--- config.mk ---
export PLATFORM = sky130hd
export DESIGN_NAME = memory_lsu_flat
export DESIGN_NICKNAME = d
export VERILOG_FILES = /design/src/rtl/lsu_pkg.sv /design/src/rtl/memory_lsu_if.sv /design/src/rtl/lsu_lane_align.sv /design/src/rtl/memory_lsu.sv /design/src/flat_wrapper.sv
export SDC_FILE = /design/constraint.sdc
export NUM_CORES = 1
export LEC_CHECK = 0
export CORE_UTILIZATION = 26
export DETAILED_ROUTE_END_ITERATION = 6
export HOLD_SLACK_MARGIN = 0.08
export PLACE_DENSITY = 0.49
export SYNTH_ARGS = -nofsm -noshare
export SYNTH_HDL_FRONTEND = slang
export SYNTH_SLANG_ARGS = --single-unit
--- constraint.sdc ---
create_clock -name iRAM_CLK -period 7.7 [get_ports iRAM_CLK]
set_input_delay 1.54 -clock iRAM_CLK [delete_from_list [all_inputs] [get_ports iRAM_CLK]]
set_output_delay 1.54 -clock iRAM_CLK [all_outputs]
set_load 0.03 [all_outputs]
--- src/rtl/lsu_pkg.sv ---
// Shared encodings for the load/store unit: access sizes and FSM states.
// Also holds the word-alignment helper used for RAM addressing.
package lsu_pkg;

  typedef enum logic [1:0] {
    SZ_BYTE = 2'b00,
    SZ_HALF = 2'b01,
    SZ_WORD = 2'b10,
    SZ_ILL  = 2'b11
  } size_e;

  typedef enum logic [1:0] {
    ST_IDLE = 2'd0,
    ST_RD   = 2'd1,
    ST_WR   = 2'd2,
    ST_RSP  = 2'd3
  } state_e;

  function automatic logic [31:0] word_align(input logic [31:0] a);
    return {a[31:2], 2'b00};
  endfunction

endpackage

--- src/rtl/memory_lsu_if.sv ---
// Core-side request/response handshake of the load/store unit.
// master = memory stage of the core, slave = memory_lsu.
interface memory_lsu_if;
  logic        iREQ_VALID;
  logic        oREQ_READY;
  logic        iREQ_WE;
  logic [1:0]  iREQ_SIZE;
  logic        iREQ_UNSIGNED;
  logic [31:0] iREQ_ADDR;
  logic [31:0] iREQ_WDATA;
  logic        oRSP_VALID;
  logic [31:0] oRSP_RDATA;
  logic        oRSP_ERR;

  modport master (
    output iREQ_VALID, iREQ_WE, iREQ_SIZE, iREQ_UNSIGNED, iREQ_ADDR, iREQ_WDATA,
    input  oREQ_READY, oRSP_VALID, oRSP_RDATA, oRSP_ERR
  );

  modport slave (
    input  iREQ_VALID, iREQ_WE, iREQ_SIZE, iREQ_UNSIGNED, iREQ_ADDR, iREQ_WDATA,
    output oREQ_READY, oRSP_VALID, oRSP_RDATA, oRSP_ERR
  );
endinterface

--- src/rtl/lsu_lane_align.sv ---
// Little-endian lane steering: extracts/extends load data from a RAM word and
// merges sub-word store data into a RAM word. Purely combinational.
module lsu_lane_align
  import lsu_pkg::*;
(
  input  logic [1:0]  lane,
  input  size_e       size,
  input  logic        is_unsigned,
  input  logic [31:0] rword,
  input  logic [31:0] wdata,
  output logic [31:0] ldata,
  output logic [31:0] mword
);

  function automatic logic [31:0] extend(input logic [15:0] v, input logic is_half,
                                         input logic uns);
    logic signed [15:0] h_s;
    logic signed [7:0]  b_s;
    h_s = signed'(v);
    b_s = signed'(v[7:0]);
    if (is_half) return uns ? {16'h0000, v} : 32'(h_s);
    return uns ? {24'h000000, v[7:0]} : 32'(b_s);
  endfunction

  always_comb begin
    ldata = '0;
    mword = rword;
    case (size)
      SZ_BYTE: begin
        ldata = extend({8'h00, rword[8*lane +: 8]}, 1'b0, is_unsigned);
        mword[8*lane +: 8] = wdata[7:0];
      end
      SZ_HALF: begin
        ldata = extend(rword[16*lane[1] +: 16], 1'b1, is_unsigned);
        mword[16*lane[1] +: 16] = wdata[15:0];
      end
      SZ_WORD: begin
        ldata = rword;
        mword = wdata;
      end
      default: ;
    endcase
  end

endmodule

--- src/rtl/memory_lsu.sv ---
// Load/store initiator for the word-addressed RAM responder: sub-word stores
// are read-modify-write, loads are extended, bad requests never touch the RAM.
module memory_lsu
  import lsu_pkg::*;
#(
  parameter logic [31:0] RAM_ORIGIN = 32'h100,
  parameter logic [31:0] RAM_LENGTH = 32'h08000
) (
  input  logic              iRAM_CLK,
  input  logic              iRAM_RST,
  memory_lsu_if.slave       req,
  output logic              oRAM_CE,
  output logic              oRAM_RD,
  output logic              oRAM_WR,
  output logic [31:0]       oRAM_ADDR,
  output logic [31:0]       oRAM_WDATA,
  input  logic [31:0]       iRAM_RDATA
);

  state_e      state_q, state_d;
  logic [31:0] addr_q, addr_d;
  logic [31:0] wdata_q, wdata_d;
  logic [31:0] word_q, word_d;
  logic [31:0] rsp_rdata_q, rsp_rdata_d;
  size_e       size_q, size_d;
  logic        we_q, we_d;
  logic        uns_q, uns_d;
  logic        rsp_err_q, rsp_err_d;

  logic        accept;
  logic [31:0] align_rword;
  logic [31:0] ld_data;
  logic [31:0] merged;

  // Window bounds are compared in 33 bits so ORIGIN+LENGTH cannot wrap.
  function automatic logic req_error(input logic [1:0] sz, input logic [31:0] a);
    logic [32:0] a33, lo, hi;
    a33 = {1'b0, a};
    lo  = {1'b0, RAM_ORIGIN};
    hi  = lo + {1'b0, RAM_LENGTH};
    return (sz == SZ_ILL) ||
           ((sz == SZ_HALF) && a[0]) ||
           ((sz == SZ_WORD) && (a[1:0] != 2'b00)) ||
           (a33 < lo) || (a33 >= hi);
  endfunction

  assign accept = req.iREQ_VALID && (state_q == ST_IDLE);

  // In RD the live RAM word is used for load extraction; in WR the captured word.
  assign align_rword = (state_q == ST_RD) ? iRAM_RDATA : word_q;

  lsu_lane_align u_align (
    .lane        (addr_q[1:0]),
    .size        (size_q),
    .is_unsigned (uns_q),
    .rword       (align_rword),
    .wdata       (wdata_q),
    .ldata       (ld_data),
    .mword       (merged)
  );

  always_comb begin
    state_d     = state_q;
    addr_d      = addr_q;
    wdata_d     = wdata_q;
    word_d      = word_q;
    rsp_rdata_d = rsp_rdata_q;
    size_d      = size_q;
    we_d        = we_q;
    uns_d       = uns_q;
    rsp_err_d   = rsp_err_q;
    case (state_q)
      ST_IDLE: begin
        if (accept) begin
          addr_d      = req.iREQ_ADDR;
          wdata_d     = req.iREQ_WDATA;
          size_d      = size_e'(req.iREQ_SIZE);
          we_d        = req.iREQ_WE;
          uns_d       = req.iREQ_UNSIGNED;
          rsp_rdata_d = '0;
          rsp_err_d   = 1'b0;
          if (req_error(req.iREQ_SIZE, req.iREQ_ADDR)) begin
            rsp_err_d = 1'b1;
            state_d   = ST_RSP;
          end else if (!req.iREQ_WE) begin
            state_d = ST_RD;
          end else if (size_e'(req.iREQ_SIZE) == SZ_WORD) begin
            state_d = ST_WR;
          end else begin
            state_d = ST_RD;
          end
        end
      end
      ST_RD: begin
        if (we_q) begin
          word_d  = iRAM_RDATA;
          state_d = ST_WR;
        end else begin
          rsp_rdata_d = ld_data;
          state_d     = ST_RSP;
        end
      end
      ST_WR:   state_d = ST_RSP;
      ST_RSP:  state_d = ST_IDLE;
      default: state_d = ST_IDLE;
    endcase
  end

  always_ff @(posedge iRAM_CLK or negedge iRAM_RST) begin
    if (!iRAM_RST) begin
      state_q     <= ST_IDLE;
      addr_q      <= '0;
      wdata_q     <= '0;
      word_q      <= '0;
      rsp_rdata_q <= '0;
      size_q      <= SZ_BYTE;
      we_q        <= 1'b0;
      uns_q       <= 1'b0;
      rsp_err_q   <= 1'b0;
    end else begin
      state_q     <= state_d;
      addr_q      <= addr_d;
      wdata_q     <= wdata_d;
      word_q      <= word_d;
      rsp_rdata_q <= rsp_rdata_d;
      size_q      <= size_d;
      we_q        <= we_d;
      uns_q       <= uns_d;
      rsp_err_q   <= rsp_err_d;
    end
  end

  // RAM strobes decode from the state register alone, so an async reset
  // drops WR before the next edge can commit a partial write.
  assign oRAM_CE    = (state_q == ST_RD) || (state_q == ST_WR);
  assign oRAM_RD    = (state_q == ST_RD);
  assign oRAM_WR    = (state_q == ST_WR);
  assign oRAM_ADDR  = oRAM_CE ? word_align(addr_q) : 32'h0;
  assign oRAM_WDATA = oRAM_WR ? merged : 32'h0;

  assign req.oREQ_READY = (state_q == ST_IDLE);
  assign req.oRSP_VALID = (state_q == ST_RSP);
  assign req.oRSP_RDATA = (state_q == ST_RSP) ? rsp_rdata_q : 32'h0;
  assign req.oRSP_ERR   = (state_q == ST_RSP) && rsp_err_q;

endmodule

--- src/flat_wrapper.sv ---
// flat-port wrapper written by rule: the top's interface ports become plain ports
module memory_lsu_flat import lsu_pkg::*;
#(
  parameter logic [31:0] RAM_ORIGIN = 32'h100,
  parameter logic [31:0] RAM_LENGTH = 32'h08000
)
  (iRAM_CLK, iRAM_RST, oRAM_CE, oRAM_RD, oRAM_WR, oRAM_ADDR, oRAM_WDATA, iRAM_RDATA, req_iREQ_VALID, req_iREQ_WE, req_iREQ_SIZE, req_iREQ_UNSIGNED, req_iREQ_ADDR, req_iREQ_WDATA, req_oREQ_READY, req_oRSP_VALID, req_oRSP_RDATA, req_oRSP_ERR);
  memory_lsu_if req_i ();
  input  logic iRAM_CLK;
  input  logic iRAM_RST;
  output logic oRAM_CE;
  output logic oRAM_RD;
  output logic oRAM_WR;
  output logic [31:0] oRAM_ADDR;
  output logic [31:0] oRAM_WDATA;
  input  logic [31:0] iRAM_RDATA;
  input wire logic [$bits(req_i.iREQ_VALID)-1:0] req_iREQ_VALID;
  input wire logic [$bits(req_i.iREQ_WE)-1:0] req_iREQ_WE;
  input wire logic [$bits(req_i.iREQ_SIZE)-1:0] req_iREQ_SIZE;
  input wire logic [$bits(req_i.iREQ_UNSIGNED)-1:0] req_iREQ_UNSIGNED;
  input wire logic [$bits(req_i.iREQ_ADDR)-1:0] req_iREQ_ADDR;
  input wire logic [$bits(req_i.iREQ_WDATA)-1:0] req_iREQ_WDATA;
  output wire logic [$bits(req_i.oREQ_READY)-1:0] req_oREQ_READY;
  output wire logic [$bits(req_i.oRSP_VALID)-1:0] req_oRSP_VALID;
  output wire logic [$bits(req_i.oRSP_RDATA)-1:0] req_oRSP_RDATA;
  output wire logic [$bits(req_i.oRSP_ERR)-1:0] req_oRSP_ERR;
  assign req_i.iREQ_VALID = req_iREQ_VALID;
  assign req_i.iREQ_WE = req_iREQ_WE;
  assign req_i.iREQ_SIZE = req_iREQ_SIZE;
  assign req_i.iREQ_UNSIGNED = req_iREQ_UNSIGNED;
  assign req_i.iREQ_ADDR = req_iREQ_ADDR;
  assign req_i.iREQ_WDATA = req_iREQ_WDATA;
  assign req_oREQ_READY = req_i.oREQ_READY;
  assign req_oRSP_VALID = req_i.oRSP_VALID;
  assign req_oRSP_RDATA = req_i.oRSP_RDATA;
  assign req_oRSP_ERR = req_i.oRSP_ERR;
  memory_lsu #(.RAM_ORIGIN(RAM_ORIGIN), .RAM_LENGTH(RAM_LENGTH)) u_core (.iRAM_CLK(iRAM_CLK), .iRAM_RST(iRAM_RST), .req(req_i), .oRAM_CE(oRAM_CE), .oRAM_RD(oRAM_RD), .oRAM_WR(oRAM_WR), .oRAM_ADDR(oRAM_ADDR), .oRAM_WDATA(oRAM_WDATA), .iRAM_RDATA(iRAM_RDATA));
endmodule
=== After elaboration in Yosys (flattened, before gate mapping) ===
Index checks and enable logic that the tools add are counted.

* Flip-flop bits (word level): 135
* Input port bits: 103
* Output and inout bits: 102
* Word-level logic and storage cells: 68

* Add/subtract/negate cells: 2
* Magnitude comparators: 2
* Equal/unequal tests: 10
* Shift operators: 6
* Multiplexer cells: 23
* Reductions and logical operators: 16

{| class="wikitable"
|+ Operators with widths
! operator !! count
|-
| $mux W32 || 10
|-
| $pmux W32 S3 || 2
|-
| $neg A5 Y34 || 2
|-
| $bwmux W32 || 2
|-
| $pmux W32 S2 || 1
|-
| $shift A16 B34 Y32 const A || 1
|-
| $shift A8 B34 Y32 const A || 1
|-
| $shiftx A16 B34 Y32 || 1
|-
| $shiftx A8 B34 Y32 || 1
|-
| $ge A32 B16 Y1 const B || 1
|-
| $lt A32 B9 Y1 const B || 1
|-
| $shiftx A32 B6 Y16 || 1
|-
| $shiftx A32 B6 Y8 || 1
|-
| $eq A2 B2 Y1 const B || 5
|-
| $mux W2 || 4
|-
| $pmux W2 S4 || 1
|-
| $eq A2 B1 Y1 const B || 3
|-
| $logic_or A1 B1 Y1 || 5
|-
| $logic_and A1 B1 Y1 || 4
|-
| $logic_not A2 Y1 || 2
|-
| $reduce_and A2 Y1 || 2
|-
| $reduce_bool A2 Y1 || 2
|-
| $mux W1 || 3
|-
| $reduce_and A3 Y1 || 1
|-
| 2 further kinds || 2
|}

=== Logic depth before layout (Yosys ltp) ===
Gate-level depths: netlist (run 1).

* Depth in word-level cells: 9
* Mapped depth: 9
* Mapped depth without buffers: 6

=== Modules after synthesis ===
A second synthesis (run 1) with hierarchy kept.

* Cell total of the unflattened synthesis: 725
* Area, all modules: 7993.9 µm²

{| class="wikitable"
|+ By module, submodules not included
! module !! instances !! cells each !! area an instance (µm²) !! seq. area each (µm²)
|-
| memory_lsu || 1 || 466 || 6144.6 || 3378.2
|-
| lsu_lane_align || 1 || 259 || 1849.3 || 0.0
|}

=== Worst setup path after synthesis (run 1) ===
No wires, ideal clock.

* Path kind: flip-flop to output port
* Start point: register u_core.addr_q[1]
* End point: output oRAM_WDATA[24]
* Arrival time: 2.575 ns
* Required time: 6.160 ns
* Slack: 3.585 ns
* Cell stages (with the launch flop): 10
* Buffers on the path: 3
* Cell sequence: dfrtp_1 buf_2 inv_1 clkbuf_1 ha_1 nor4bb_1 clkbuf_1 o2bb2ai_1 nand2_1 a31oi_1

* Longest elaborated chain between the ends: 5
* Elaborated cells between the ends (all ways): 10
* Those cells by class: add/sub (2); shift (4); mux (4)

{| class="wikitable"
|+ Ends and longest elaborated chain
! element !! line !! source
|-
| start: declaration || memory_lsu.sv:21 || <nowiki>logic [31:0] addr_q, addr_d;</nowiki>
|-
| start signal: assignment || memory_lsu.sv:122 || <nowiki>addr_q <= addr_d;</nowiki>
|-
| $neg A5 Y34, on equally long branches || lsu_lane_align.sv:35, lsu_lane_align.sv:31 ||
|-
| $shiftx A16 B34 Y32 (tied with other cells) || lsu_lane_align.sv:35 || <nowiki>mword[16*lane[1] +: 16] = wdata[15:0];</nowiki>
|-
| $bwmux W32, on equally long branches || lsu_lane_align.sv:35, lsu_lane_align.sv:31 ||
|-
| $pmux W32 S3 (*) || lsu_lane_align.sv:28 || <nowiki>case (size)</nowiki>
|-
| $mux W32 (*) || memory_lsu.sv:139 || <nowiki>assign oRAM_WDATA = oRAM_WR ? merged : 32'h0;</nowiki>
|-
| end: declaration || flat_wrapper.sv:15 || <nowiki>output logic [31:0] oRAM_WDATA;</nowiki>
|}

Mark *: on every way between the ends. The rest lies on a longest branch, timed or not.

=== Worst setup path in the final report (run 1) ===
* Start point: register u_core.addr_q[0]
* End point: output oRAM_WDATA[25]

* Longest elaborated chain between the ends: 5
* Elaborated cells between the ends (all ways): 6
* Those cells by class: add/sub (1); shift (2); mux (3)

{| class="wikitable"
|+ Ends and longest elaborated chain
! element !! line !! source
|-
| $neg A5 Y34 (*) || lsu_lane_align.sv:31 || <nowiki>mword[8*lane +: 8] = wdata[7:0];</nowiki>
|-
| $shiftx A8 B34 Y32 / $shift A8 B34 Y32 (equally long branches) || lsu_lane_align.sv:31 ||
|-
| $bwmux W32 (*) || lsu_lane_align.sv:31 ||
|-
| $pmux W32 S3 (*) || lsu_lane_align.sv:28 ||
|-
| $mux W32 (*) || memory_lsu.sv:139 ||
|}

Marked as above.

==> out/results.tsv, run 1 <==
metric	value	unit
worst-skew pair later-pin latency	0.42	ns
Post-CTS Setup Inserts	0	
RSZ-0062 raised after global routing	no	
Met2 Routed Length	12000	um
Fillers	2990	
antenna violations before repair	0	
antenna-violating nets left	0	
HPWL after DPL	19300	um
first-pass GRT wire length	41600	um
# rows	63	
top cell type's share of synthesized area	43.3	%
ranking of synthesized cells by area	dfrtp_1 43%, mux2_2 18%, and2_1 5.8%, a22oi_1 3.6%, mux4_2 2.6%	
PostCTS Resize Cnt	0	
Boundary Pins	205	
Period minus WS final	5.74	ns
CP max stage delay	0.97	ns
Seq pwr share	25.2	%
worst path arrival time	4.20	ns
power density over cell area	492	nW/um^2
largest net degree at the start of global routing	96	
Vias per Instance	5.02	
metal3 WL	1750	um
post-route setup TNS	0	ns
Reg clk slew, reported paths	0.06	ns
Worst Setup End Kind	output pin	
vias in the first global route	6616	
Max Used Layer	met4	
sw frac	46.1	%
Die Ht	175	um
Max Slew Vio Count	0	
total global routing overflow	0	
worst clock skew	0.0106	ns
post-synthesis async set-or-reset flop share	100	%
Post-Route M1 WL	12800	um
CP delay by family, top	buffers and inverters	
total track usage	17.9	%
wire per inst	20.7	um
FF+latch count, synth	135	
Routed WL	26900	um
Pleak	4.24	nW
Max Fclk	174	MHz
Port Buffers	202	
htree depth	4	
final hold viol count	0	
Ys Warns	0	
Initial Util	26.4	%
Slowest-stage cell, CP	nor4bb_2	
share of cells above drive strength 1	20.3	%
CTS tree	done	
Worst-Margin Slew	1.23	ns
final setup violation count	0	
Cells after Synth	721	
multi-input logic area	4100	um^2
DRC violations left	0	
switching pwr	2.43	mW
gpl congestion	0.809	
fin nets	1006	
critical path type	flip-flop to output pin	
CP required	6.16	ns
Int Power	2.84	mW
final core utilization	36.2	%
CTS Buf Count	17	
sequential cell area	3380	um^2
Die Span X	175	um
first drt pass iteration count	5	
crit-path cells	inv_1 > ha_1 > nor4bb_2 > o2bb2ai_1 > nand2_1 > a31oi_1 > clkdlybuf4s50_1	
status	finished clean	
clk root buf	clkbuf_16	
Sink Count	135	
Worst VDD drop	0.170	mV
DRT iter0 DRCs	623	
synthesized cell area	7800	um^2
max_cap viols	0	
type of the most critical hold path	flip-flop to flip-flop	
layout overhead on the synthesized area	37.3	%
cts hold-fix bufs	0	
Ant. Diodes	0	
Netlist cell types	50	
WP buf/inv	2	
crit start category	flip-flop	
peak fanout along the critical path	15	
final instance area	10700	um^2
clock share of power	15.2	%
routed vias	6507	
post-synth top area cell	dfrtp_1	
Max Root-Sink Buffers	2	
WHS	0.477	ns
fin crit share	74.6	%
Core Area	29600	um^2
logic gate share of total power	59.7	%
number of synthesized flops with an enable pin	0	
Slew Limit Headroom	17.8	%
syn_area_per_cell	10.8	um^2
die area	30700	um^2
Placement Cell Area	10200	um^2
post-synthesis sequential area ratio	43.3	%
ys flop type	dfrtp_1	
==> flip-flops by register name (all words and copies together), names as in the netlist <==
register	cells
u_core.addr_q	32
u_core.rsp_rdata_q	32
u_core.wdata_q	32
u_core.word_q	32
u_core.size_q	2
u_core.state_q	2
u_core.rsp_err_q	1
u_core.uns_q	1
u_core.we_q	1
==> cells in the mapped netlist (all sizes together) (4+ instances only) <==
library cell	n
a22oi	37
a222oi	9
ha	9
a22o	7
mux4	9
nor3	6
and2	72
nor2b	4
mux2i	18
clkbuf	40
a31oi	7
nand2	27
nand2b	4
a221o	16
nor4	4
a21oi	26
o2bb2ai	9
o32ai	8
o21ai	26
buf	20
inv	22
nor2	42
o211ai	16
dfrtp	135
mux2	122
==> layout make-up <==
type / count / share of cell area [%]
multi-input combinational: 505 / 38.3
sequential: 135 / 31.5
clock inverter: 15 / 1.25
inverter: 22 / 0.771
timing repair buffer: 213 / 19.7
tap: 390 / 4.56
clock buffer: 17 / 3.97
==> cells in the final DEF (no fill, tap or decap), types with 2 or more instances in the layout <==
master | synthesis | layout
a21oi_1 | 26 | 26
a221o_1 | 16 | 16
a222oi_1 | 9 | 9
a22o_1 | 7 | 7
a22oi_1 | 37 | 37
a31oi_1 | 7 | 7
and2_1 | 72 | 72
buf_4 | 3 | 11
clkbuf_16 | 0 | 17
clkdlybuf4s50_1 | 0 | 201
clkinv_2 | 0 | 2
clkinvlp_4 | 0 | 2
conb_1 | 1 | 2
dfrtp_1 | 135 | 135
ha_1 | 9 | 8
inv_1 | 22 | 22
inv_6 | 0 | 5
inv_8 | 0 | 5
mux2_2 | 122 | 122
mux2i_1 | 17 | 17
mux4_2 | 9 | 9
nand2_1 | 27 | 25
nand2_2 | 0 | 2
nand2b_1 | 4 | 4
nand3b_1 | 3 | 3
nand4b_1 | 2 | 2
nor2_1 | 42 | 42
nor2b_1 | 4 | 4
nor3_1 | 6 | 5
nor4_1 | 4 | 4
o211ai_1 | 16 | 16
o21ai_0 | 21 | 21
o21ai_1 | 5 | 5
o2bb2ai_1 | 9 | 9
o32ai_1 | 8 | 8
or3_1 | 3 | 3
==> power by group through the flow <==
stage	Sequential, mW	Clock (mW)	Combinational, mW
2_1_floorplan	1.20	0	2.14
3_3_place_gp	1.33	0	3.15
3_5_place_dp	1.34	0	3.15
4_1_cts	1.32	0.823	3.16
5_1_grt	1.38	0.853	3.39
6_report	1.33	0.800	3.15
==> worst reg2reg max path, stage by stage, from the launching register on <==
cell and delay, ns:
dfrtp_1 0.40, inv_1 0.11, ha_2 0.70, nand2_2 0.74, o211ai_1 0.28, buf_4 0.37, a22oi_1 0.16, o21ai_0 0.12
==> worst paths after layout <==
check / depth (start not counted) / end / slack [ns] / startpoint
hold reg to reg: 2 / u_core.rsp_err_q / 0.48 / u_core.rsp_err_q
setup reg to reg: 7 / u_core.rsp_rdata_q[1] / 4.74 / u_core.state_q[1]
setup / recovery: 7 / oRAM_WDATA[25] / 1.96 / u_core.addr_q[0]
hold / removal: 2 / u_core.rsp_err_q / 0.48 / u_core.rsp_err_q
min in group asynchronous: 1 / u_core.addr_q[2] / 1.23 / iRAM_RST
max in group asynchronous: 2 / u_core.word_q[23] / 5.31 / iRAM_RST
==> metrics by stage <==
stage / worst slack, ns / power (mW) / cells
after detailed placement: 2.39 / 4.48 / 1265
after global placement: 2.45 / 4.47 / 1265
after CTS: 1.95 / 5.31 / 1297
after global routing: 1.72 / 5.62 / 1297
final: 1.96 / 5.27 / 1297
after floorplan: 3.59 / 3.34 / 722
==> layer usage <==
layer,vias to the layer above,track usage [%]
met5,-,0
met4,0,4.60
met3,22,4.53
met2,210,26.7
met1,3260,25.7
li1,3015,-
==> cell families (layout without fill, tap and decap cells) <==
kind of cell | after synthesis | count (layout) | share of synthesized area (%)
adder cells (fa/ha/maj) | 9 | 9 | 1.44
AO/OA/AOI/OAI | 166 | 166 | 15.6
flip-flops | 135 | 135 | 43.3
multiplexers | 149 | 149 | 22.7
other | 1 | 2 | 0.0481
AND/OR/NAND/NOR | 179 | 179 | 12.5
buffers and inverters | 82 | 267 | 4.43
Power figures use the tool's default switching activity.
==> run 2, diff against run 1 <==
==> constraint.sdc (replaced) <==
create_clock -name iRAM_CLK -period 5.4 [get_ports iRAM_CLK]
set_input_delay 1.08 -clock iRAM_CLK [delete_from_list [all_inputs] [get_ports iRAM_CLK]]
set_output_delay 1.08 -clock iRAM_CLK [all_outputs]
set_load 0.03 [all_outputs]
==> out/results.tsv, run 2 (same netlist as run 1, synthesis figures left out) <==
metric	value	unit	change
status	finished clean		
Max Root-Sink Buffers	2		unchanged
peak fanout along the critical path	26		+11
worst-skew pair later-pin latency	0.42	ns	about the same
most frequent cells in the layout	201 x clkdlybuf4s50_1, 135 x dfrtp_1, 122 x mux2_2		
Placed Cells	1271		+0.47%
commonest non-fill, non-tap cell in the layout	clkdlybuf4s50_1		
vias in the first global route	6269		-5.2%
Period minus WS final	4.68	ns	
total track usage	17.5	%	-0.41 points
first-pass GRT wire length	40400	um	-2.8%
# rows	63		unchanged
crit-path cells	buf_4 > ha_1 > nand4bb_1 > o32ai_1 > nand2_1 > a21oi_1 > clkdlybuf4s50_1		
WHS	0.473	ns	-0.00400 ns
Sink Count	135		unchanged
die area	30700	um^2	unchanged
Initial Util	26.4	%	unchanged
gpl congestion	0.817		+1.0%
share of cells above drive strength 1	20.7	%	+0.41 points
HPWL after DPL	19600	um	+1.7%
Port Buffers	202		unchanged
Critical path origin	u_core.addr_q[1]		
antenna violations before repair	0		unchanged
CP delay by family, top	buffers and inverters		
DRC violations left	0		unchanged
multi-input logic area	4100	um^2	unchanged
Fillers	2942		-1.6%
final setup margin	0.723	ns	-1.23 ns
worst clock skew	0.0109	ns	+0.000358 ns
final core utilization	36.4	%	+0.21 points
WP buf/inv	2		unchanged
post-route setup TNS	0	ns	unchanged
Worst VDD drop	0.257	mV	+51%
antenna-violating nets left	0		unchanged
Die Ht	175	um	unchanged
Setup WS pre-CTS	1.14	ns	-1.25 ns
fin cells	1303		+0.46%
CTS Buf Count	17		unchanged
GR Layer Usage met1	26.9	%	+1.3 points
CP required	4.32	ns	-1.84 ns
Routed WL	26700	um	-0.71%
Pleak	4.28	nW	+1.0%
power density over cell area	703	nW/um^2	+43%
Max Slew Vio Count	0		unchanged
DRT iter0 DRCs	602		-3.4%
fin nets	1012		+0.60%
worst path arrival time	3.60	ns	-0.60 ns
crit start category	flip-flop		
Max Fclk	214	MHz	
total global routing overflow	0		unchanged
Die Span X	175	um	unchanged
sequential cell area	3380	um^2	unchanged
Worst-Margin Slew	1.06	ns	-0.172 ns
final instance area	10800	um^2	+0.58%
total power	7.57	mW	+44%
wire per inst	20.5	um	-1.2%
fin crit share	86.6	%	
Top Usage Layer GRT	met1		
htree depth	4		unchanged
cts hold-fix bufs	0		unchanged
PostCTS Resize Cnt	0		unchanged
Slowest-stage cell, CP	clkdlybuf4s50_1		
Vias per Instance	4.95		-1.3%
Boundary Pins	205		unchanged
Ant. Diodes	0		unchanged
CP max stage delay	0.74	ns	-0.23 ns
Slew Limit Headroom	28.9	%	+11 points
M2 GR Usage	25.3	%	-1.4 points
routed vias	6450		-0.88%
layout overhead on the synthesized area	38.2	%	
met3 usage	3.05	%	-1.5 points
reg-to-reg startpoint	u_core.state_q[1]		
largest net degree at the start of global routing	59		-39%
HP Start	u_core.rsp_err_q		
Reg clk slew, reported paths	0.06	ns	about the same
critical path type	flip-flop to output pin		
clk root buf	clkbuf_16		
Post-CTS Setup Inserts	0		unchanged
first drt pass iteration count	5		unchanged
Worst Setup End Kind	output pin		
RSZ-0062 raised after global routing	no		
final hold viol count	0		unchanged
type of the most critical hold path	flip-flop to flip-flop		
CTS tree	done		
Core Area	29600	um^2	unchanged
Placement Cell Area	10200	um^2	+0.44%
final setup violation count	0		unchanged
max_cap viols	0		unchanged
-- run 2: cell types whose count changed in the layout (fill, tap and decap cells not counted) --
cell        change
nor4bb_1        +1
nor4bb_2        -1
inv_6           +2
nor3_2          -1
inv_8           -2
clkinvlp_4      -1
buf_4           +6
nor3_4          +1
bufinv_16       +1
-- run 2: final cells by class --
| cell class | instances | area share, % |
|---|---|---|
| inverter | 22 | 0.766 |
| clock buffer | 17 | 3.95 |
| tap | 390 | 4.53 |
| timing repair buffer | 219 | 20.0 |
| multi-input combinational | 505 | 38.0 |
| clock inverter | 15 | 1.41 |
| sequential | 135 | 31.4 |
-- run 2: where the power goes --
part           total [mW]  switching, mW  internal [mW]  leakage (nW)
Clock                1.17          0.518          0.653         0.286
Sequential           1.85          0.348           1.50          1.65
Combinational        4.55           2.60           1.95          2.35
Total                7.57           3.46           4.11          4.28
-- run 2: worst reg2reg max path, stage by stage, from the launching register on --
cell	delay, ns
dfrtp_1	0.41
inv_1	0.11
ha_2	0.47
buf_4	0.29
nand2_2	0.54
o211ai_1	0.28
buf_4	0.38
a22oi_1	0.17
o211ai_1	0.16
-- run 2: final timing paths --
| kind | end | slack, ns | cells after the start |
|---|---|---|---|
| min in group asynchronous | u_core.addr_q[2] | 0.58 | 1 |
| max in group asynchronous | u_core.wdata_q[23] | 3.67 | 2 |
| worst max register to register | u_core.rsp_rdata_q[10] | 2.53 | 8 |
| worst min register to register | u_core.rsp_err_q | 0.47 | 2 |
| worst min-delay path | u_core.rsp_err_q | 0.47 | 2 |
| worst max-delay path | oRAM_WDATA[22] | 0.72 | 7 |
-- run 2: layer usage --
layer,share of wire (%),vias up
met5,0,-
met3,4.7,6
met2,44,215
li1,-,3026
met1,51,3203
met4,0.62,0
